File: src/rtl/change_dispenser.sv
// change_dispenser: drains a credit into 2-unit then 1-unit coin ejects over req/ack.
// Define CHANGE_ABORT_EN to add the abort input and aborted status output.
module change_dispenser #(
   parameter int N = 4
) (
   input  logic         clk,
   input  logic         reset,
   input  logic         start,
   input  logic [N-1:0] amount,
   input  logic         coin_ack,
`ifdef CHANGE_ABORT_EN
   input  logic         abort,
   output logic         aborted,
`endif
   output logic         coin2,
   output logic         coin1,
   output logic         busy,
   output logic [N-1:0] remaining,
   output logic         done,
   output logic [N-1:0] coins_out
);

   typedef enum logic [1:0] {
      IDLE,
      REQ,
      REL,
      DONE
   } state_t;

   state_t       state_q, state_d;
   logic [N-1:0] rem_q, rem_d;
   logic [N-1:0] cnt_q, cnt_d;
   logic         want2;

`ifdef CHANGE_ABORT_EN
   // An abort seen while the mechanism still holds ack is remembered here.
   logic         pend_q, pend_d;
   logic         aborted_q, aborted_d;
   logic         abort_hit;
`endif

   // State and datapath registers; reset drops any outstanding request.
   always_ff @(posedge clk or negedge reset) begin
      if (!reset) begin
         state_q   <= IDLE;
         rem_q     <= '0;
         cnt_q     <= '0;
`ifdef CHANGE_ABORT_EN
         pend_q    <= 1'b0;
         aborted_q <= 1'b0;
`endif
      end else begin
         state_q   <= state_d;
         rem_q     <= rem_d;
         cnt_q     <= cnt_d;
`ifdef CHANGE_ABORT_EN
         pend_q    <= pend_d;
         aborted_q <= aborted_d;
`endif
      end
   end

   // Next-state, datapath update and request decode.
   always_comb begin
      state_d = state_q;
      rem_d   = rem_q;
      cnt_d   = cnt_q;
      coin2   = 1'b0;
      coin1   = 1'b0;
      busy    = 1'b1;
      done    = 1'b0;
      want2   = (rem_q >= N'(2));
`ifdef CHANGE_ABORT_EN
      pend_d    = pend_q;
      aborted_d = aborted_q;
      abort_hit = abort | pend_q;
`endif
      unique case (state_q)
         IDLE: begin
            busy = 1'b0;
            if (start) begin
               rem_d   = amount;
               cnt_d   = '0;
               state_d = (amount != '0) ? REQ : DONE;
`ifdef CHANGE_ABORT_EN
               pend_d    = 1'b0;
               aborted_d = 1'b0;
`endif
            end
         end
         REQ: begin
            coin2 = want2;
            coin1 = (rem_q == N'(1));
            if (coin_ack) begin
               rem_d   = want2 ? rem_q - N'(2) : rem_q - N'(1);
               cnt_d   = cnt_q + N'(1);
               state_d = REL;
`ifdef CHANGE_ABORT_EN
               pend_d  = abort;
`endif
            end
`ifdef CHANGE_ABORT_EN
            else if (abort) begin
               state_d   = DONE;
               aborted_d = 1'b1;
            end
`endif
         end
         REL: begin
`ifdef CHANGE_ABORT_EN
            if (abort) pend_d = 1'b1;
            if (!coin_ack) begin
               if (abort_hit) begin
                  state_d   = DONE;
                  aborted_d = 1'b1;
               end else begin
                  state_d = (rem_q == '0) ? DONE : REQ;
               end
            end
`else
            if (!coin_ack) state_d = (rem_q == '0) ? DONE : REQ;
`endif
         end
         DONE: begin
            done    = 1'b1;
            state_d = IDLE;
`ifdef CHANGE_ABORT_EN
            pend_d  = 1'b0;
`endif
         end
         default: state_d = IDLE;
      endcase
   end

   assign remaining = rem_q;
   assign coins_out = cnt_q;
`ifdef CHANGE_ABORT_EN
   assign aborted   = aborted_q;
`endif

endmodule

File: config.mk
export PLATFORM = sky130hd
export DESIGN_NAME = change_dispenser
export DESIGN_NICKNAME = d
export VERILOG_FILES = /design/src/rtl/change_dispenser.sv
export SDC_FILE = /design/constraint.sdc
export NUM_CORES = 1
export LEC_CHECK = 0
export ABC_CLOCK_PERIOD_IN_PS = 3100
export CAP_MARGIN = 30
export CORE_MARGIN = 2
export CORE_UTILIZATION = 45
export DETAILED_ROUTE_END_ITERATION = 8
export PLACE_DENSITY = 0.79
export SETUP_SLACK_MARGIN = 0.02
export SYNTH_ARGS = -nofsm -noshare
export SYNTH_HDL_FRONTEND = slang
export SYNTH_SLANG_ARGS = --single-unit
File: constraint.sdc
create_clock -name clk -period 3.1 [get_ports clk]
set_clock_uncertainty 0.2 [all_clocks]
set_input_delay 0.775 -clock clk [delete_from_list [all_inputs] [get_ports clk]]
set_output_delay 0.775 -clock clk [all_outputs]
set_load 0.05 [all_outputs]
After elaboration in Yosys (flattened, before gate mapping)
Cells that the tools add are included.
{ "op_classes": {"n_addsub": 3, "order_cmp": 1, "n_eq_ne": 7, "n_mux": 17, "reduce_logical": 6} }
{ "op_table": {"columns": ["cell", "count"], "rows": [
  ["4-bit two-way mux", 5],
  ["4-bit case mux with 2 select lines", 2],
  ["2-bit two-way mux", 5],
  ["2-bit case mux with 4 select lines", 1],
  ["2-bit inequality test (second input constant)", 3],
  ["3-bit AND reduction", 2],
  ["4-bit by 1-bit adder with 4-bit output (second input constant)", 1],
  ["2-bit equality test (second input constant)", 2],
  ["4-bit by 1-bit equality test with 1-bit output (second input constant)", 1],
  ["4-bit by 2-bit greater-or-equal comparator with 1-bit output (second input constant)", 1],
  ["4-bit zero test", 1],
  ["1-bit two-way mux", 4],
  ["4-bit nonzero test", 1],
  ["4-bit by 1-bit subtractor with 4-bit output (second input constant)", 1],
  ["4-bit by 2-bit subtractor with 4-bit output (second input constant)", 1],
  ["2-bit by 1-bit equality test with 1-bit output (second input constant)", 1],
  ["2-bit zero test", 1],
  ["2-bit nonzero test", 1]
]} }
{ "totals": {"reg_bits": 10, "input_bits": 8} }

Logic depth before layout (Yosys ltp)
{ "depth": {"ltp_word": 4, "ltp_mapped": 6} }

Worst setup path after synthesis
Ideal clock, no wire load.
{ "synth_path": {"path_kind": "register -> output", "start": "register rem_q[1], in the netlist remaining[1]", "end": "output port coin2", "arrival_time_ps": 1785, "required_time_ps": 2125, "slack_ps": 340, "path_stages_with_launch": 4, "path_buffers": 0, "path_cell_list": "dfrtp_1 ha_1 nor4_4 nor2_1"} }
{ "synth_between": {"elab_chain_len": 2} }
{ "synth_lines": {"columns": ["element", "line_no", "rtl"], "rows": [
  ["start, declared", "31", "logic [N-1:0] rem_q, rem_d;"],
  ["start signal, assigned", "54", "rem_q <= rem_d;"],
  ["4-bit by 2-bit greater-or-equal comparator with 1-bit output", "72", "want2 = (rem_q >= N'(2));"],
  ["1-bit two-way mux", "78", "unique case (state_q)"],
  ["end, declared", "15", "output logic coin2,"]
]} }
Every way passes these cells.

Final worst setup path
{ "layout_path": {"start": "register state_q[0]", "end": "output port busy"} }
{ "layout_between": {"elab_chain_len": 2} }
{ "layout_lines": {"columns": ["element", "line_no", "rtl"], "rows": [
  ["start, declared", "30", "state_t state_q, state_d;"],
  ["start signal, assigned", "53", "state_q <= state_d;"],
  ["2-bit zero test", "78", null],
  ["1-bit two-way mux", "78", null],
  ["end, declared", "17", "output logic busy,"]
]} }
Every way passes these cells.

==> results.md <==
* Outcome: finished clean
* Total of flip-flops plus latches after synthesis at 10
* Routed length per placed instance at 14.4 µm
* Final hold slack at 0.336 ns
* Actual slew at the worst max-slew pin at 0.511 ns
* CTS tree: done
* Fill count at 133
* Postcts setup bufs at 0
* Post-synthesis average cell area at 8.83 µm²
* Cell chosen for the clock root: sky130_fd_sc_hd__clkbuf_4
* Family with the most delay on the worst path: buffers and inverters
* Synth-to-layout area growth at 32.2%
* Starting utilization of the core area at 48.7%
* # setup viols final at 0
* Clk Latency, worst-skew pair at 0.26 ns
* Worst VDD drop at 636 µV
* Residual DRC at 0
* NumNets Final at 121
* Startpoint type of the worst setup path: flip-flop
* I/O Buffers at 19
* Data required time at the worst endpoint at 2.12 ns
* Detailed-router iteration count before antenna repair at 4
* CTS buffer count at 3
* Critical-path top delay cell: sky130_fd_sc_hd__clkdlybuf4s50_1
* H-tree levels at 1
* Vias per Instance at 5.75
* Arrival time of data at the critical path endpoint at 1.88 ns
* Max stage delay on crit path at 0.70 ns
* Number of global-route vias before repair at 670
* Type of the setup path with the least slack: reg2out
* Die Width at 44.6 µm
* Met2 capacity usage during global routing at 33.6%
* Total of max-cap violations at 0
* Diode insertion count for antenna repair at 0
* Standard-cell rows at 14
* Post-Synthesis Net Count at 99
* Final worst-path cycle share at 92.1%
* Setup TNS after final layout at 0 ns
* Number of pins with negative max-slew slack in the final report at 0
* Synth warn at 0
* Final ANT Viol Nets at 0
* Count of cell types in the netlist at 35
* Vert. Die Dim at 44.6 µm
* Final hold violation count at 0
* Critical path capture point type: output pin
* Vias post-DR at 696
* Half-perimeter wire length after placement at 1240 µm
* Core region area at 1520 µm²
* Met3 layer usage reported by global route at 4.08%
* Maximum clock rate at 0.350 GHz
* Last weighted congestion value of the routability-driven placer at 0.795
* Max transition margin at 65.8%
* Aggregate global routing overflow at 0
* Leak pwr at 0.433 nW
* Chain of cells forming the critical path: or2_2 -> clkdlybuf4s50_1
* Cell type with the highest aggregate area in the netlist: sky130_fd_sc_hd__dfrtp_1
* Met1 Use GR at 27.0%
* Final wirelength at 1750 µm
* Deepest clock path buffer count at 2
* Fraction of final layout cells sized beyond drive strength 1 at 12.4%
* Worst-path maximum fanout at 14
* Path class of the lowest-slack min-delay path: reg2reg
* Sequential fraction of the synthesis area at 33.7%
* Number of DRC markers in iteration 0 at 20
* Total track usage at 20.3%
* Number of antenna violations at the first check in global routing at 0
* Number of cells produced by synthesis at 84
* Global-route wire length before repair at 3030 µm
* Dominant cells by area after synthesis: sky130_fd_sc_hd__dfrtp_1 34%, sky130_fd_sc_hd__ha_1 12%, sky130_fd_sc_hd__nor2_1 4.6%, sky130_fd_sc_hd__o21ai_0 4.0%, sky130_fd_sc_hd__inv_1 3.5%
* Number of buffers added to fix hold violations after cts at 0
* Number of top-level design ports at 20
* Count of buffer and inverter cells on the critical path at 1
* Pin count of the biggest net entering global routing at 15
* Total power divided by cell area at 1140 nW/µm²
* Min Clock Period, post-route at 2.86 ns
* Clock sinks at 10
* Die footprint at 1990 µm²
* Resized cells post-CTS at 0
* Unrepaired setup endpoints after global routing: no
* Register clock-pin slew on the reported worst setup and hold paths at 0.08 ns
* GR peak layer: met2
* Post-Synthesis Cell Area at 742 µm²
* Share of the synthesized area in the top cell type at 33.7%
-- cells by family (layout without fill, tap and decap cells) --
family | Yosys count | count (layout) | share of synthesized area, %
AND/OR/NAND/NOR | 32 | 32 | 25.6
adder cells (fa/ha/maj) | 7 | 7 | 11.8
multiplexers | 1 | 1 | 1.35
buffers and inverters | 10 | 31 | 5.56
XOR/XNOR | 1 | 1 | 1.18
AO/OA/AOI/OAI | 23 | 23 | 20.7
flip-flops | 10 | 10 | 33.7
-- stage by stage --
| stage | instances | util [%] | total power, mW | setup WS (ns) | instance area [µm²] |
|---|---|---|---|---|---|
| after floorplan | 84 | - | 0.778 | 0.340 | 742 |
| after global placement | 117 | 61.8 | 0.983 | 0.376 | 942 |
| after detailed placement | 117 | 61.8 | 0.990 | 0.334 | 942 |
| after CTS | 121 | 64.2 | 1.11 | 0.0277 | 978 |
| after global routing | 121 | 64.4 | 1.19 | 0.180 | 981 |
| final | 121 | 64.4 | 1.12 | 0.244 | 981 |
-- where the power goes --
group          total [mW]  switching, mW  internal [mW]
logic               0.714          0.453          0.261
registers           0.280         0.0944          0.185
clock network       0.123         0.0517         0.0712
-- registers in the layout, summed over array words and instances, names as in the netlist --
| name | cells |
|---|---|
| coins_out | 4 |
| remaining | 4 |
| state_q | 2 |
-- layout by cell type (no fill, tap or decap), types with 2 or more instances in the layout --
cell                              instances
sky130_fd_sc_hd__nand3_1                  2
sky130_fd_sc_hd__inv_1                    7
sky130_fd_sc_hd__and2_1                   2
sky130_fd_sc_hd__nand2_1                  4
sky130_fd_sc_hd__a31oi_1                  2
sky130_fd_sc_hd__dfrtp_1                 10
sky130_fd_sc_hd__a21oi_1                  4
sky130_fd_sc_hd__clkdlybuf4s50_1         17
sky130_fd_sc_hd__nor2_1                   9
sky130_fd_sc_hd__ha_1                     7
sky130_fd_sc_hd__buf_4                    2
sky130_fd_sc_hd__nand4_1                  2
sky130_fd_sc_hd__nor3_1                   3
sky130_fd_sc_hd__clkbuf_4                 3
sky130_fd_sc_hd__o21ai_1                  3
sky130_fd_sc_hd__o21ai_0                  6
-- path summary, 6_finish.rpt --
kind                               from           end  slack [ns]  cells after the start
max                          state_q[0]          busy        0.24                      2
min                        coins_out[0]  coins_out[0]        0.34                      1
max reg2reg                remaining[0]  remaining[3]        1.30                      5
min reg2reg                coins_out[0]  coins_out[0]        0.34                      1
max in group asynchronous         reset    state_q[0]        1.73                      1
min in group asynchronous         reset  remaining[2]        0.64                      1
-- final cells by class --
class / instances / area, µm² / area share [%]
multi-input combinational: 64 / 450 / 45.9
clock buffer: 4 / 36.3 / 3.70
inverter: 7 / 26.3 / 2.68
timing repair buffer: 20 / 198 / 20.2
sequential: 10 / 250 / 25.5
tap: 16 / 20.0 / 2.04
-- Yosys cell counts, drive strengths merged --
library cell and count:
a21boi 1, and2 2, xnor2 1, o22ai 1, inv 7, nor3 3
and3 1, or2 1, a21oi 5, o32ai 1, nor2b 1, nor2 9
nand2b 2, o21ai 9, a31oi 2, ha 7, nor4b 1, buf 2
nand3b 1, a211oi 2, dfrtp 10, nand4 2, nand3 2, nand2 5
a22oi 1, mux2i 1, clkbuf 1, nor4 2, a32o 1
-- layer usage --
layer	vias to the layer above	wire, µm
li1	340	-
met1	317	778
met2	35	803
met3	4	133
met4	0	34
met5	-	0
Power figures use the tool's default switching activity.
==> RTL edit 1, RTL diff (same settings) <==
Set the parameter `N` to 5 (it was 4).
--- a/src/rtl/change_dispenser.sv
+++ b/src/rtl/change_dispenser.sv
@@ -3,3 +3,3 @@
 module change_dispenser #(
-   parameter int N = 4
+   parameter int N = 5
 ) (
Ports: changed (resized amount, coins_out and remaining); port bits go from 20 to 23. No check against the original RTL was run, so the function may have changed too.
==> RTL edit 1 against the unedited design <==
First-iteration DRC count up 70%. Sequential cell count up 2. Utilization shrank 1.1 points. Die area is 14% higher. Synthesized area grew 16%. Routed wire length rose by 14%. Design area is 14% higher. Final cell count is 17% higher. Setup slack worse by 0.0061 ns. Power up 7.9%. Fmax shrank 0.21%. Largest power group unchanged. Highest routed layer unchanged.
==> RTL edit 1: results (changes against the unedited design) <==
* **outcome** completed
* **top cells by area in the synthesized netlist** dfrtp_1 (35%), ha_1 (10%), nor2_1 (4.4%)
* **GP Congestion** 0.829, +4.3%
* **count of inverters not on the clock network in the layout** 6, -1
* **bufs w/o clock** 22, +10%
* **worst-path fanout max** 9, -5
* **count of multi-input combinational gates** 74, +16%
* **slowest cell on the critical path** dfrtp_1
* **register share of the cell area** 0.269, +0.0140
* **power consumed by combinational cells** 780 uW, +9.2%
* **Pleak** 0.000485 uW, +12%
* **Post-Synth XOR/XNOR Area** 0.0408, +0.0290
* **complex-gate fraction of the synthesized area** 0.179, -0.0284
* **Worst VDD drop** 0.643 mV, +1.2%
* **number of storage elements in the synthesis netlist** 12, +2
* **Largest delay share family, worst path** simple AND/OR/NAND/NOR gates
* **detailed-route via count** 778, +12%
* **global-route wire length before repair** 2.88 mm, -4.8%
* **distinct cell type count after synthesis** 36, +2.9%
* **wire length on met2** 936 microns, +17%
* **buffers inserted by post-CTS timing repair** 0, unchanged
* **overall track demand over capacity in global routing** 0.181, -0.0220
* **average wire per standard cell** 14.0 microns, -3.0%
* **total wirelength of the detailed-routed design** 1.99 mm, +14%
* **antenna violations before repair** 0, unchanged
* **number of nets in the final layout** 135, +12%
* **GR Util met3** 0.0642, +0.0233
* **area used by multi-input combinational logic** 524 sq um, +16%
* **Clock buf/inv share** 0.0202, -0.0168
* **sequential fraction of the synthesis area** 0.349, +0.0121
* **Max-slew headroom** 0.629, -0.0289
* **number of DRC markers in iteration 0** 34, +70%
* **grt met2 use** 0.280, -0.0562
* **fraction of cell area in non-clock buffers** 0.193, -0.00871
* **DP Wirelength** 1.49 mm, +20%
* **power of the sequential group** 332 uW, +19%
* **syn_area_per_cell** 9.05 sq um, +2.4%
* **top cell types by occurrence after synthesis** dfrtp_1 (12), nor2_1 (10), ha_1 (7), nand2_1 (7), o21ai_0 (7)
* **largest net degree at the start of global routing** 16, +1
* **mux contribution to synthesized area** 0.0378, +0.0244
* **Synth Net Count** 111, +12%
* **arithmetic-cell share of the synthesized area counting full adders, half adders and majority gates** 0.102, -0.0162
-- RTL edit 1: cell types whose count changed after synthesis, moves of 3 or more --
| cell | change |
|---|---|
| nand2_1 | +3 |
| o21ai_1 | -3 |
| xnor2_1 | +3 |
| nand2b_1 | +3 |
-- RTL edit 1: final timing paths --
path,from,endpoint,slack [ns],cells after the start
max,remaining[1],coin2,0.24,5
min,coins_out[4],coins_out[4],0.35,2
max reg2reg,remaining[1],remaining[2],0.92,5
min reg2reg,coins_out[4],coins_out[4],0.35,2
max in group asynchronous,reset,coins_out[3],1.67,1
min in group asynchronous,reset,state_q[0],0.66,1
-- RTL edit 1: through the flow --
step	cell area, sq um	setup WS, ns	power (uW)
2_1_floorplan	860	0.134	877
3_3_place_gp	1090	0.514	1090
3_5_place_dp	1090	0.431	1100
4_1_cts	1120	0.235	1200
5_1_grt	1120	0.148	1270
6_report	1120	0.238	1200
==> RTL edit 2, RTL diff (config.mk and constraints unchanged) <==
Without the edit above. Encoding of `state_t`: now one-hot (4 bits for 4 states).
--- a/src/rtl/change_dispenser.sv
+++ b/src/rtl/change_dispenser.sv
@@ -22,7 +22,7 @@
 
-   typedef enum logic [1:0] {
-      IDLE,
-      REQ,
-      REL,
-      DONE
+   typedef enum logic [3:0] {
+      IDLE = 4'b0001,
+      REQ  = 4'b0010,
+      REL  = 4'b0100,
+      DONE = 4'b1000
    } state_t;
Function: same outputs for any inputs over 10 cycles, from zero or initial values and one cycle with reset low; not proved beyond that.
==> RTL edit 2 against the unedited design <==
Routed wire length increased by 18%. Setup slack got worse by 0.052 ns. Die area increased by 20%. Synthesized area increased by 22%. Sequential cell count increased by 2. Design area increased by 18%. Power decreased by 4.9%. First-iteration DRC count decreased by 10%. Largest cell class unchanged.
==> RTL edit 2: results (changes against the unedited design) <==
* **number of DRC markers in iteration 0** 18, -10%
* **clk_lat worst skew** 0.28 ns, +0.02 ns
* **worst-path fanout max** 9, -5
* **overall track demand over capacity in global routing** 0.192, -0.0115
* **Synth Net Count** 105, +6.1%
* **Worst VDD drop** 0.510 mV, -20%
* **fraction of layout cells with a size suffix above 1** 0.170, +0.0458
* **distinct cell type count after synthesis** 37, +5.7%
* **outcome** completed
* **GP Congestion** 0.895, +13%
* **number of global-route vias before repair** 740, +10%
* **Synth Warn #** 0, unchanged
* **average wire per standard cell** 14.8 microns, +2.5%
* **number of nets in the final layout** 127, +5.0%
* **Reg2Reg Depth** 3, -2
* **DP Wirelength** 1.52 mm, +22%
* **Post-Synthesis Cells** 91, +8.3%
* **filler instances** 174, +31%
* **largest net degree at the start of global routing** 14, -1
* **slew at the pin with the worst max-slew slack** 0.564 ns, +0.0527 ns
* **detail-routed via count per cell** 5.89, +2.4%
* **top cell types by occurrence after synthesis** dfrtp_1 (11), nor2_1 (7), ha_1 (6), o21ai_1 (6), inv_1 (5)
* **setup slack at placement** 0.453 ns, +0.119 ns
* **global-route wire length before repair** 3.51 mm, +16%
* **final antenna diode count** 0, unchanged
-- RTL edit 2: cell count changes in the layout (fill, tap and decap cells not counted), sizes merged, moves of 3 or more --
cell	delta
nor3	-3
nor2b	+3
buf	+3
a22o	+3
-- RTL edit 2: area by class of cell --
class | instances | share of cell area
clock buffer | 4 | 0.0227
inverter | 5 | 0.0162
multi-input combinational | 69 | 0.478
sequential | 12 | 0.261
tap | 27 | 0.0292
timing repair buffer | 22 | 0.193
-- RTL edit 2: kinds of logic (layout without fill, tap and decap cells) --
family	after synthesis	in the layout	share of synthesized area
xor+xnor	2	2	0.0194
buf+inv	10	31	0.0622
simple gates	33	33	0.272
flops	12	12	0.333
fa+ha+maj	6	6	0.0830
mux	1	1	0.0111
compound gates	27	27	0.219
-- RTL edit 2: metrics by stage --
step	utilization	hold slack, ns	instances	total power (uW)	area, sq um
6_report	0.602	0.340	139	1060	1160
2_1_floorplan	-	0.279	91	767	911
4_1_cts	0.600	0.340	139	1070	1150
5_1_grt	0.602	0.372	139	1140	1160
3_5_place_dp	0.587	0.320	135	957	1130
3_3_place_gp	0.587	0.307	135	943	1130
-- RTL edit 2: repair_timing --
item                       CTS  global route
resized for setup            0             1
hold buffers                 0             0
setup endpoints to repair    0             1
-- RTL edit 2: final timing paths --
check                                   from           end  slack [ns]
worst min-delay path            coins_out[3]  coins_out[3]        0.34
min in group asynchronous              reset  coins_out[0]        0.65
max in group asynchronous              reset    state_q[0]        1.66
worst max-delay path              state_q[3]          done        0.19
worst max register to register    state_q[2]  remaining[3]        1.14
worst min register to register  coins_out[3]  coins_out[3]        0.34
-- RTL edit 2: where the power goes --
group	internal [uW]	switching (uW)	leakage (uW)
Combinational	275	376	0.000321
Clock	49.9	55.8	0.0000150
Sequential	207	96.8	0.000155
Total	533	529	0.000490
-- RTL edit 2: critical path, stage by stage, from the launching register on --
cell and delay [ns]:
dfrtp_1 0.57, nor4b_2 0.26, clkdlybuf4s50_1 0.84
-- RTL edit 2: metal layers --
metal / track usage / vias to the layer above / wire, microns / share of wire
li1: - / 384 / - / -
met1: 0.243 / 401 / 958 / 0.47
met2: 0.301 / 30 / 984 / 0.48
met3: 0.0491 / 4 / 90 / 0.044
met4: 0.100 / 0 / 25 / 0.012
met5: 0 / - / 0 / 0
